**config.mk**
```make
export PLATFORM = sky130hd
export DESIGN_NAME = queue_fifo
export DESIGN_NICKNAME = d
export VERILOG_FILES = /design/src/rtl/queue_fifo.sv
export SDC_FILE = /design/constraint.sdc
export NUM_CORES = 1
export LEC_CHECK = 0
export ABC_CLOCK_PERIOD_IN_PS = 4000
export BUFFER_PORTS_ARGS = -buffer_cell sky130_fd_sc_hd__clkbuf_2
export CORE_MARGIN = 3
export CORE_UTILIZATION = 30
export CTS_CLUSTER_DIAMETER = 120
export DETAILED_ROUTE_END_ITERATION = 7
export PLACE_DENSITY = 0.43
export SKIP_LAST_GASP = 1
export SYNTH_ARGS = -nofsm -noshare
export SYNTH_HDL_FRONTEND = slang
export SYNTH_SLANG_ARGS = --single-unit
```
**constraint.sdc**
```tcl
create_clock -name clk -period 4 [get_ports clk]
set_input_delay 0.2 -clock clk [delete_from_list [all_inputs] [get_ports clk]]
set_output_delay 0.2 -clock clk [all_outputs]
set_load 0.01 [all_outputs]
```
**src/rtl/queue_fifo.sv**
```systemverilog
// Tick-paced synchronous FIFO. Push/pop requests act only on divided-clock ticks.
// Overflow and underflow are recorded in sticky flags, and a heartbeat LED toggles on every tick.
module queue_fifo #(
    parameter int WIDTH    = 4,
    parameter int DEPTH    = 16,
    parameter int TICK_DIV = 33554432
) (
    input  logic                       clk,
    input  logic                       rst,
    input  logic                       push,
    input  logic                       pop,
    input  logic [WIDTH-1:0]           datain,
    output logic [WIDTH-1:0]           dataout,
    output logic                       valid,
    output logic                       full,
    output logic                       empty,
    output logic [$clog2(DEPTH):0]     count,
    output logic                       ovf,
    output logic                       udf,
    output logic                       led
);
    localparam int AW = $clog2(DEPTH);
    localparam int CW = (TICK_DIV > 1) ? $clog2(TICK_DIV) : 1;
    localparam int TM = TICK_DIV - 1;
    localparam int DV = DEPTH;
    localparam logic [CW-1:0] TMAX  = TM[CW-1:0];
    localparam logic [AW:0]   FULLV = DV[AW:0];

    logic [CW-1:0]    tcnt;
    logic             tick;
    logic [AW-1:0]    wptr;
    logic [AW-1:0]    rptr;
    logic [WIDTH-1:0] mem [DEPTH];
    logic             do_push;
    logic             do_pop;

    assign tick  = (tcnt == TMAX);
    assign full  = (count == FULLV);
    assign empty = (count == '0);

    // A push is allowed when the FIFO is full, provided a pop in the same tick frees an entry.
    always_comb begin
        do_pop  = tick && pop && !empty;
        do_push = tick && push && (!full || do_pop);
    end

    always_ff @(posedge clk or negedge rst) begin
        if (!rst) begin
            tcnt <= '0;
            led  <= 1'b0;
        end else begin
            tcnt <= tick ? '0 : tcnt + CW'(1);
            if (tick)
                led <= ~led;
        end
    end

    always_ff @(posedge clk) begin
        if (do_push)
            mem[wptr] <= datain;
    end

    always_ff @(posedge clk or negedge rst) begin
        if (!rst) begin
            wptr    <= '0;
            rptr    <= '0;
            count   <= '0;
            dataout <= '0;
            valid   <= 1'b0;
            ovf     <= 1'b0;
            udf     <= 1'b0;
        end else begin
            valid <= do_pop;
            if (do_push)
                wptr <= wptr + AW'(1);
            if (do_pop) begin
                rptr    <= rptr + AW'(1);
                dataout <= mem[rptr];
            end
            case ({do_push, do_pop})
                2'b10:   count <= count + (AW+1)'(1);
                2'b01:   count <= count - (AW+1)'(1);
                default: count <= count;
            endcase
            if (tick && push && !do_push)
                ovf <= 1'b1;
            if (tick && pop && !do_pop)
                udf <= 1'b1;
        end
    end
endmodule

```
; ---- Yosys cells after proc, flatten, opt, wreduce, memory -nomap -nowiden
; Memory sizes are Yosys's and may differ from the RTL's. A register that Yosys moved wholly into a read port is not among the register bits.
; Cells that the tools add are included.
[totals]
word_cells = 37
register_bits = 42
input_bits = 8
ram_bits = 64
mem_count = 1
out_inout_bits = 15
[op_classes]
reduce_logical = 14
n_mux = 4
n_eq_ne = 4
n_addsub = 5
n_bitwise = 1
[mem_list]
columns = name, depth, word_bits, read_ports, rd_ports_with_merged_regs, write_ports, line_no
row1 = mem, 16, 4, 1, 1, 1, 33  ; logic [WIDTH-1:0] mem [DEPTH];
[ops]
columns = op, count
row1 = adder 25 x 1 -> 25 bit (second input constant), 1
row2 = == test 25 bit (second input constant), 1
row3 = two-way mux 25 bit, 1
row4 = case mux 5 bit (2 select lines), 1
row5 = adder 4 x 1 -> 4 bit (second input constant), 2
row6 = logical AND 1 bit, 6
row7 = adder 5 x 1 -> 5 bit (second input constant), 1
row8 = == test 5 bit (second input constant), 1
row9 = zero test 1 bit, 5
row10 = zero test 5 bit, 1
row11 = subtractor 5 x 1 -> 5 bit (second input constant), 1
row12 = == test 2 x 1 -> 1 bit (second input constant), 1
row13 = == test 2 bit (second input constant), 1
row14 = two-way mux 1 bit, 2
row15 = nonzero test 2 bit, 1
row16 = logical OR 1 bit, 1
row17 = inverter 1 bit, 1

; ---- Longest topological paths before layout
; Gate-level depths: netlist (run 1).
[logic_depth]
word_depth = 7
ltp_mapped = 12
depth_no_buf = 12

; ---- Worst setup path after synthesis (run 1)
; OpenSTA, ideal clock, no wires.
[synth_path]
kind = register to register
from = reg tcnt[0]
to = reg count[4]
setup_time_ns = 0.087
required_time_ns = 3.913
t_arrival_ns = 2.918
setup_slack_ns = 0.995
n_path_buf = 0
synth_period_minus_slack_ns = 3.005
stages_incl_launch_ff = 12
cell_sequence = dfrtp_1 > ha_1 > nand3_2 > nor3_1 > nand2_1 > nor3_1 > inv_1 > fa_1 > nand2b_1 > o2bb2ai_1 > or4_1 > o211ai_1
[synth_via]
elab_chain_cells = 7
word_cells_on_any_way = 10
classes_between = 3 x eq/ne / 1 x mux / 6 x reduce/logical
[synth_lines]
columns = element, line_no
row1 = start: declaration, 29  ; logic [CW-1:0] tcnt;
row2 = start signal: assignment, 52  ; tcnt <= tick ? '0 : tcnt + CW'(1);
row3 = == test 25 bit (*), 37  ; assign tick = (tcnt == TMAX);
row4 = logical AND 1 bit (2 in series), 43  ; do_pop = tick && pop && !empty;
row5 = logical OR 1 bit, 44  ; do_push = tick && push && (!full || do_pop);
row6 = logical AND 1 bit, 44
row7 = == test 2 x 1 -> 1 bit or == test 2 bit (tied branches), 80  ; case ({do_push, do_pop})
row8 = case mux 5 bit (2 select lines) or nonzero test 2 bit (tied branches), -
row9 = end signal: assignment, 81  ; 2'b10: count <= count + (AW+1)'(1);
row10 = end signal: assignment, 82  ; 2'b01: count <= count - (AW+1)'(1);
row11 = end signal: assignment, 83  ; default: count <= count;
row12 = end: declaration, 17  ; output logic [$clog2(DEPTH):0] count,
; Mark *: on every way between the ends. The rest lies on a longest branch, timed or not.
; A chain may end at the register's enable or synchronous reset.

; ---- Worst setup path after layout (run 1)
; Ends and elaborated chain as after synthesis.

==> impl_metrics.ini, run 1 <==
[outcome]
status = completed

[synthesis]
yosys_warnings = 0
netlist.area_leader.share_pct = 40.2
synth_fp_nets = 346
seq_area_frac_synth_pct = 64.2
avgSynthCellArea_sq_um = 14.6
synth_area_sq_mm = 0.00478
synth_edf_count = 64
synth.top_cells.by_count = 64 x edfxtp_1, 46 x dfrtp_1, 20 x nor2_1
synthFlopType = edfxtp_1
synth.largest_area_cell = edfxtp_1
synth.area.top_cells = edfxtp_1 40%, dfrtp_1 24%, mux4_2 7.5%
syn_inst = 328
synth.ff_latch_count = 110
synth.distinct_cells = 44
synth_most_common_cell = edfxtp_1
async_flop_share_pct = 41.8

[power_and_ir_drop]
p_sw_share_pct = 20.9
p_seq_share_pct = 58.3
peakVddDrop_v = 0.000193
p_sw_mw = 0.430
clkPwrFrac_pct = 40.2
power_density_mw_per_mm2 = 370
pwr-share-comb_pct = 1.4
p_int_mw = 1.63
p_leak_nw = 2.17

[setup_path]
crit_chain = ha_1 -> nand3_2 -> nor3_1 -> buf_4 -> nand2_1 -> nor3_1 -> inv_1 -> fa_1 -> nand2b_1 -> o2bb2ai_1 -> or4_1 -> o211ai_1
required_ps = 4270
crit_fanout = 5
r2r_slack_ps = 920
timing.rr.end = count[4]
crit_type = reg -> reg
max_stage_delay_ps = 490
start_kind = flop
cp_slowest_cell = or4_1
worstPathArrival_ps = 3350
critPathCaptureType = flop
crit_top_cell = nor3_1
reg2reg_depth = 12
timing.rr.start = tcnt[0]

[finish]
final_util_pct = 36.1
drive_gt1_share_pct = 21.9
layout.cells.non_filler = 590
syn_to_final_growth_pct = 16.2
fin_nets = 392
diodes = 0
fin_area_sq_mm = 0.00556
n_fill_cell = 1514

[timing]
tns_ps = 0
fmax_ghz = 0.325
drv_slew = 0
period_minus_slack_ps = 3080
final_hold_viol_count = 0
holdWs_ps = 140
setup_viol = 0
period_share_pct = 76.9
relSlewSlack_pct = 41.3
rsz0062_at_grt = no
worst_slew_pin_slew_ps = 880
finClkSkew_ps = 8.06

[clock_network]
cts_resized = 0
cts_tree = done
clockRootBuffer = clkbuf_16
clock_path_buffers = 2
htree_levels = 3
clk_pin_slew_ps = 70
cts_buffers = 9
cts_sinks = 110
insertion_delay_ps = 350

[die]
rows = 45
fp.dieH_um = 132
dieWidth_um = 132
initial_utilization_pct = 31.0
io_pins = 23
dieArea_sq_mm = 0.0175
coreArea_sq_mm = 0.0154

[global_routing]
antenna_found_initial = 0
grt_pass1_wl_um = 15800
grt_pass1_vias = 2817
grt_usage_pct = 11.7
grt-ovfl-total = 0
grt_max_degree = 47

[hold_path]
min_to = count[4]
hold_path_class = in -> reg
worstHoldStart = push
holdPathStages = 2

[placement]
gp_congestion = 0.738
hpwl_um = 6520
dp.cells = 573
placed_cell_area_sq_mm = 0.00528
numPortBuffers = 22

[job]
drv_cap = 0

[routing]
routed_wl_um = 9560
wl_per_cell_um = 16.2
drc = 0
vias_per_cell = 4.68
ant_nets = 0
vias = 2764
first_pass_iters = 4
drtIter0Drc = 180
metal layers:
layer,vias to the layer above,share of wire (%),GRT usage (%)
met1,1376,51,17.3
li1,1337,-,-
met2,41,44,16.6
met3,10,3.4,2.75
met4,0,1.6,4.33
met5,-,0,0
how the worst max path moves through the flow:
stage,from,to,slack [ps],cells after the start
floorplan,tcnt[0],count[4],1000,11
global placement,tcnt[0],count[4],990,12
detailed placement,tcnt[0],count[4],890,12
CTS,tcnt[0],count[4],870,12
global route,tcnt[0],count[4],610,12
finish,tcnt[0],count[4],920,12
final cells by class:
| class | count | area, sq um | area share [%] |
|---|---|---|---|
| Clock buffer | 9 | 225 | 4.05 |
| Clock inverter | 7 | 48.8 | 0.877 |
| Inverter | 17 | 63.8 | 1.15 |
| Tap cell | 211 | 264 | 4.75 |
| Sequential cell | 110 | 3070 | 55.3 |
| Timing Repair Buffer | 45 | 285 | 5.13 |
| Multi-Input combinational cell | 191 | 1600 | 28.8 |
cells by family after synthesis:
group	after synthesis	synth area share, %
buffers and inverters	27	2.30
and+or+nand+nor	100	11.5
muxes	28	10.3
adders and majority gates	10	2.77
AOI/OAI and AO/OA	24	3.61
xor gates and xnor gates	29	5.31
DFF	110	64.2
through the flow:
step | total power, mW | setup slack (ps)
6_report | 2.06 | 922
2_1_floorplan | 1.23 | 995
5_1_grt | 2.14 | 610
3_3_place_gp | 1.26 | 988
4_1_cts | 2.10 | 872
3_5_place_dp | 1.26 | 890
power groups by stage:
stage               clock network [mW]  registers (mW)  logic, mW
floorplan                            0            1.23    0.00388
global placement                     0            1.23     0.0303
detailed placement                   0            1.23     0.0308
CTS                              0.866            1.20     0.0316
global route                     0.906            1.20     0.0354
finish                           0.829            1.20     0.0296
registers in the layout, indices dropped and copies added, names as in the netlist, 4 cells and up:
name     flops
rptr         4
tcnt        25
mem         64
dataout      4
wptr         4
count        5
placed cells by master, fill, tap and decap left out, types with 4 or more instances in the layout:
master | netlist | layout
edfxtp_1 | 64 | 64
dfrtp_1 | 46 | 46
clkbuf_2 | 0 | 22
buf_4 | 1 | 22
nor2_1 | 20 | 20
nor4_1 | 19 | 19
mux4_2 | 16 | 16
inv_1 | 15 | 15
xnor2_1 | 15 | 15
xor2_1 | 14 | 14
nand2_1 | 12 | 12
nand3_1 | 11 | 11
nand4_1 | 9 | 9
ha_1 | 9 | 9
clkbuf_16 | 0 | 9
nor3_1 | 8 | 8
a22oi_1 | 8 | 8
and3_1 | 6 | 6
mux2_1 | 5 | 5
mux2_2 | 4 | 4
nor2b_1 | 4 | 4
worst max-delay path, delay by kind of cell (launching register included):
kind	cells	cell delay [ps]
DFF	1	380
adders and majority gates	2	620
buffers and inverters	2	260
and+or+nand+nor	6	1460
AOI/OAI and AO/OA	2	270
timing repair:
action / 4_1_cts / 5_1_grt
hold endpoints to repair: 46 / 0
hold buffers: 1 / 0
setup buffers: 0 / 0
No activity file was read; power rests on OpenSTA's default activity.
==> run 2: changes to the inputs <==
--- a/config.mk
+++ b/config.mk
@@ -5,7 +5,7 @@
 export SDC_FILE = /design/constraint.sdc
 export NUM_CORES = 1
 export LEC_CHECK = 0
-export ABC_CLOCK_PERIOD_IN_PS = 4000
+export ABC_CLOCK_PERIOD_IN_PS = 2950
 export BUFFER_PORTS_ARGS = -buffer_cell sky130_fd_sc_hd__clkbuf_2
 export CORE_MARGIN = 3
 export CORE_UTILIZATION = 30
==> constraint.sdc (replaced) <==
create_clock -name clk -period 2.95 [get_ports clk]
set_input_delay 0.1475 -clock clk [delete_from_list [all_inputs] [get_ports clk]]
set_output_delay 0.1475 -clock clk [all_outputs]
set_load 0.01 [all_outputs]
==> run 2 against run 1 <==
  * Count of clock-buffer cells in the layout is the same
  * Critical path depth fell by 2
  * Global-route usage grew 0.071 points
  * Wire length decreased by 0.41%
  * Core utilization is 0.69 points higher
  * Hold slack worse by 51 ps
  * Critical path type unchanged
  * Critical endpoint unchanged
  * Largest cell class unchanged
  * Highest routed layer unchanged
==> impl_metrics.ini, run 2 (synthesis results as in run 1) <==
[outcome]
status = completed

[global_routing]
grt-ovfl-total = 0
grt_pass1_wl_um = 15800
antenna_found_initial = 0
grt_max_degree = 26
grt_pass1_vias = 2837
grt_usage_pct = 11.7

[die]
initial_utilization_pct = 31.0
dieArea_sq_mm = 0.0175
coreArea_sq_mm = 0.0154
dieWidth_um = 132
rows = 45
io_pins = 23
fp.dieH_um = 132

[routing]
first_pass_iters = 4
ant_nets = 0
vias_per_cell = 4.72
vias = 2829
routed_wl_um = 9520
drtIter0Drc = 136
drc = 0
wl_per_cell_um = 15.9

[timing]
fmax_ghz = 0.367
rsz0062_at_grt = no
drv_slew = 0
setup_viol = 0
period_share_pct = 92.5
finClkSkew_ps = 5.02
period_minus_slack_ps = 2730
tns_ps = 0
final_hold_viol_count = 0
relSlewSlack_pct = 41.8
worst_slew_pin_slew_ps = 873

[finish]
n_fill_cell = 1482
fin_nets = 401
drive_gt1_share_pct = 24.5
seq_area_sq_mm = 0.00307
top_regs = mem: 64 flops, tcnt: 25 flops, count: 5 flops
layout.cells.non_filler = 599
final_util_pct = 36.7
syn_to_final_growth_pct = 18.5
largest_reg_flops = 64
mostFrequentLayoutCells = 64 x edfxtp_1, 46 x dfrtp_1, 31 x buf_4
multi_input_area_sq_mm = 0.00161
diodes = 0
mostFrequentLayoutCell = edfxtp_1
top_register = mem

[setup_path]
crit_type = reg -> reg
crit_path_start = tcnt[17]
worstPathArrival_ps = 2990
crit_chain = nand4_1 -> nor4_1 -> nand2_1 -> nor3_2 -> inv_1 -> fa_1 -> nand2b_1 -> o2bb2ai_1 -> or4_1 -> o211ai_1
crit_fanout = 6
critPathCaptureType = flop
start_kind = flop
timing.rr.start = tcnt[17]
reg2reg_depth = 10
required_ps = 3220
max_stage_delay_ps = 480
cp_slowest_cell = or4_1

[hold_path]
worstHoldStart = push
holdPathStages = 2
hold_path_class = in -> reg

[power_and_ir_drop]
power_density_mw_per_mm2 = 514
peakVddDrop_v = 0.000272
p_leak_nw = 2.24

[job]
drv_cap = 0

[clock_network]
cts_sinks = 110
htree_levels = 3
clock_path_buffers = 2
insertion_delay_ps = 350
clockRootBuffer = clkbuf_16
cts_buffers = 9
postCtsSetupRepairBufs = 0
cts_tree = done
clk_pin_slew_ps = 70

[placement]
gp_congestion = 0.801
dp.cells = 582
hpwl_um = 6740
numPortBuffers = 22
[run 2: cell count changes in the layout (fill, tap and decap cells not counted), moves of 2 or more]
cell / previous run / this run
nor3_1: 8 / 6
buf_4: 22 / 31
clkinvlp_4: 3 / 0
nor3_2: 0 / 2
inv_6: 1 / 3
[run 2: critical path, delay by kind of cell (launching register included)]
kind / cells / cell delay, ps
AO/OA/AOI/OAI: 2 / 260
adder cells (fa/ha/maj): 1 / 390
buffers and inverters: 1 / 70
flip-flops: 1 / 430
AND/OR/NAND/NOR: 6 / 1500
[run 2: final cells by class]
| cell class | count | share of cell area [%] |
|---|---|---|
| Sequential cell | 110 | 54.2 |
| Multi-Input combinational cell | 191 | 28.4 |
| Timing Repair Buffer | 54 | 6.23 |
| Tap cell | 211 | 4.66 |
| Clock buffer | 9 | 3.97 |
| Clock inverter | 7 | 1.37 |
| Inverter | 17 | 1.13 |
[run 2: power breakdown]
| part | switching [mW] | total, mW | internal [mW] |
|---|---|---|---|
| clock | 0.570 | 1.24 | 0.671 |
| sequential | 0 | 1.63 | 1.63 |
| combinational | 0.0333 | 0.0420 | 0.00877 |
[run 2: worst paths after layout]
path	endpoint	slack, ps
hold reg to reg	led	470
setup reg to reg	count[4]	220
min in group asynchronous	rptr[0]	370
max in group asynchronous	tcnt[1]	1950
hold / removal	count[4]	90
setup / recovery	count[4]	220
[run 2: layer usage]
metal  vias to the layer above  wire length (um)  global-route usage (%)
met5                         -                 0                       0
met4                         0               108                    4.21
met3                         7               336                    3.05
met2                        48              4490                    17.2
met1                      1417              4590                    16.9
li1                       1357                 -                       -
[run 2: stage by stage]
stage               total power [mW]  setup slack (ps)  area (sq um)  hold WS, ps
CTS                             2.96               162          5660         68.6
global placement                1.70               216          5350          234
finish                          2.91               223          5670         89.3
global route                    3.03              5.18          5670         87.8
floorplan                       1.67              41.7          4790         -148
detailed placement              1.71               170          5350          235
[run 2: repair_timing]
action / in CTS / in global routing
hold endpoints to repair: 23 / 0
endpoints found under the setup margin: 0 / 1
hold buffers: 1 / 0
resized for setup: 0 / 1
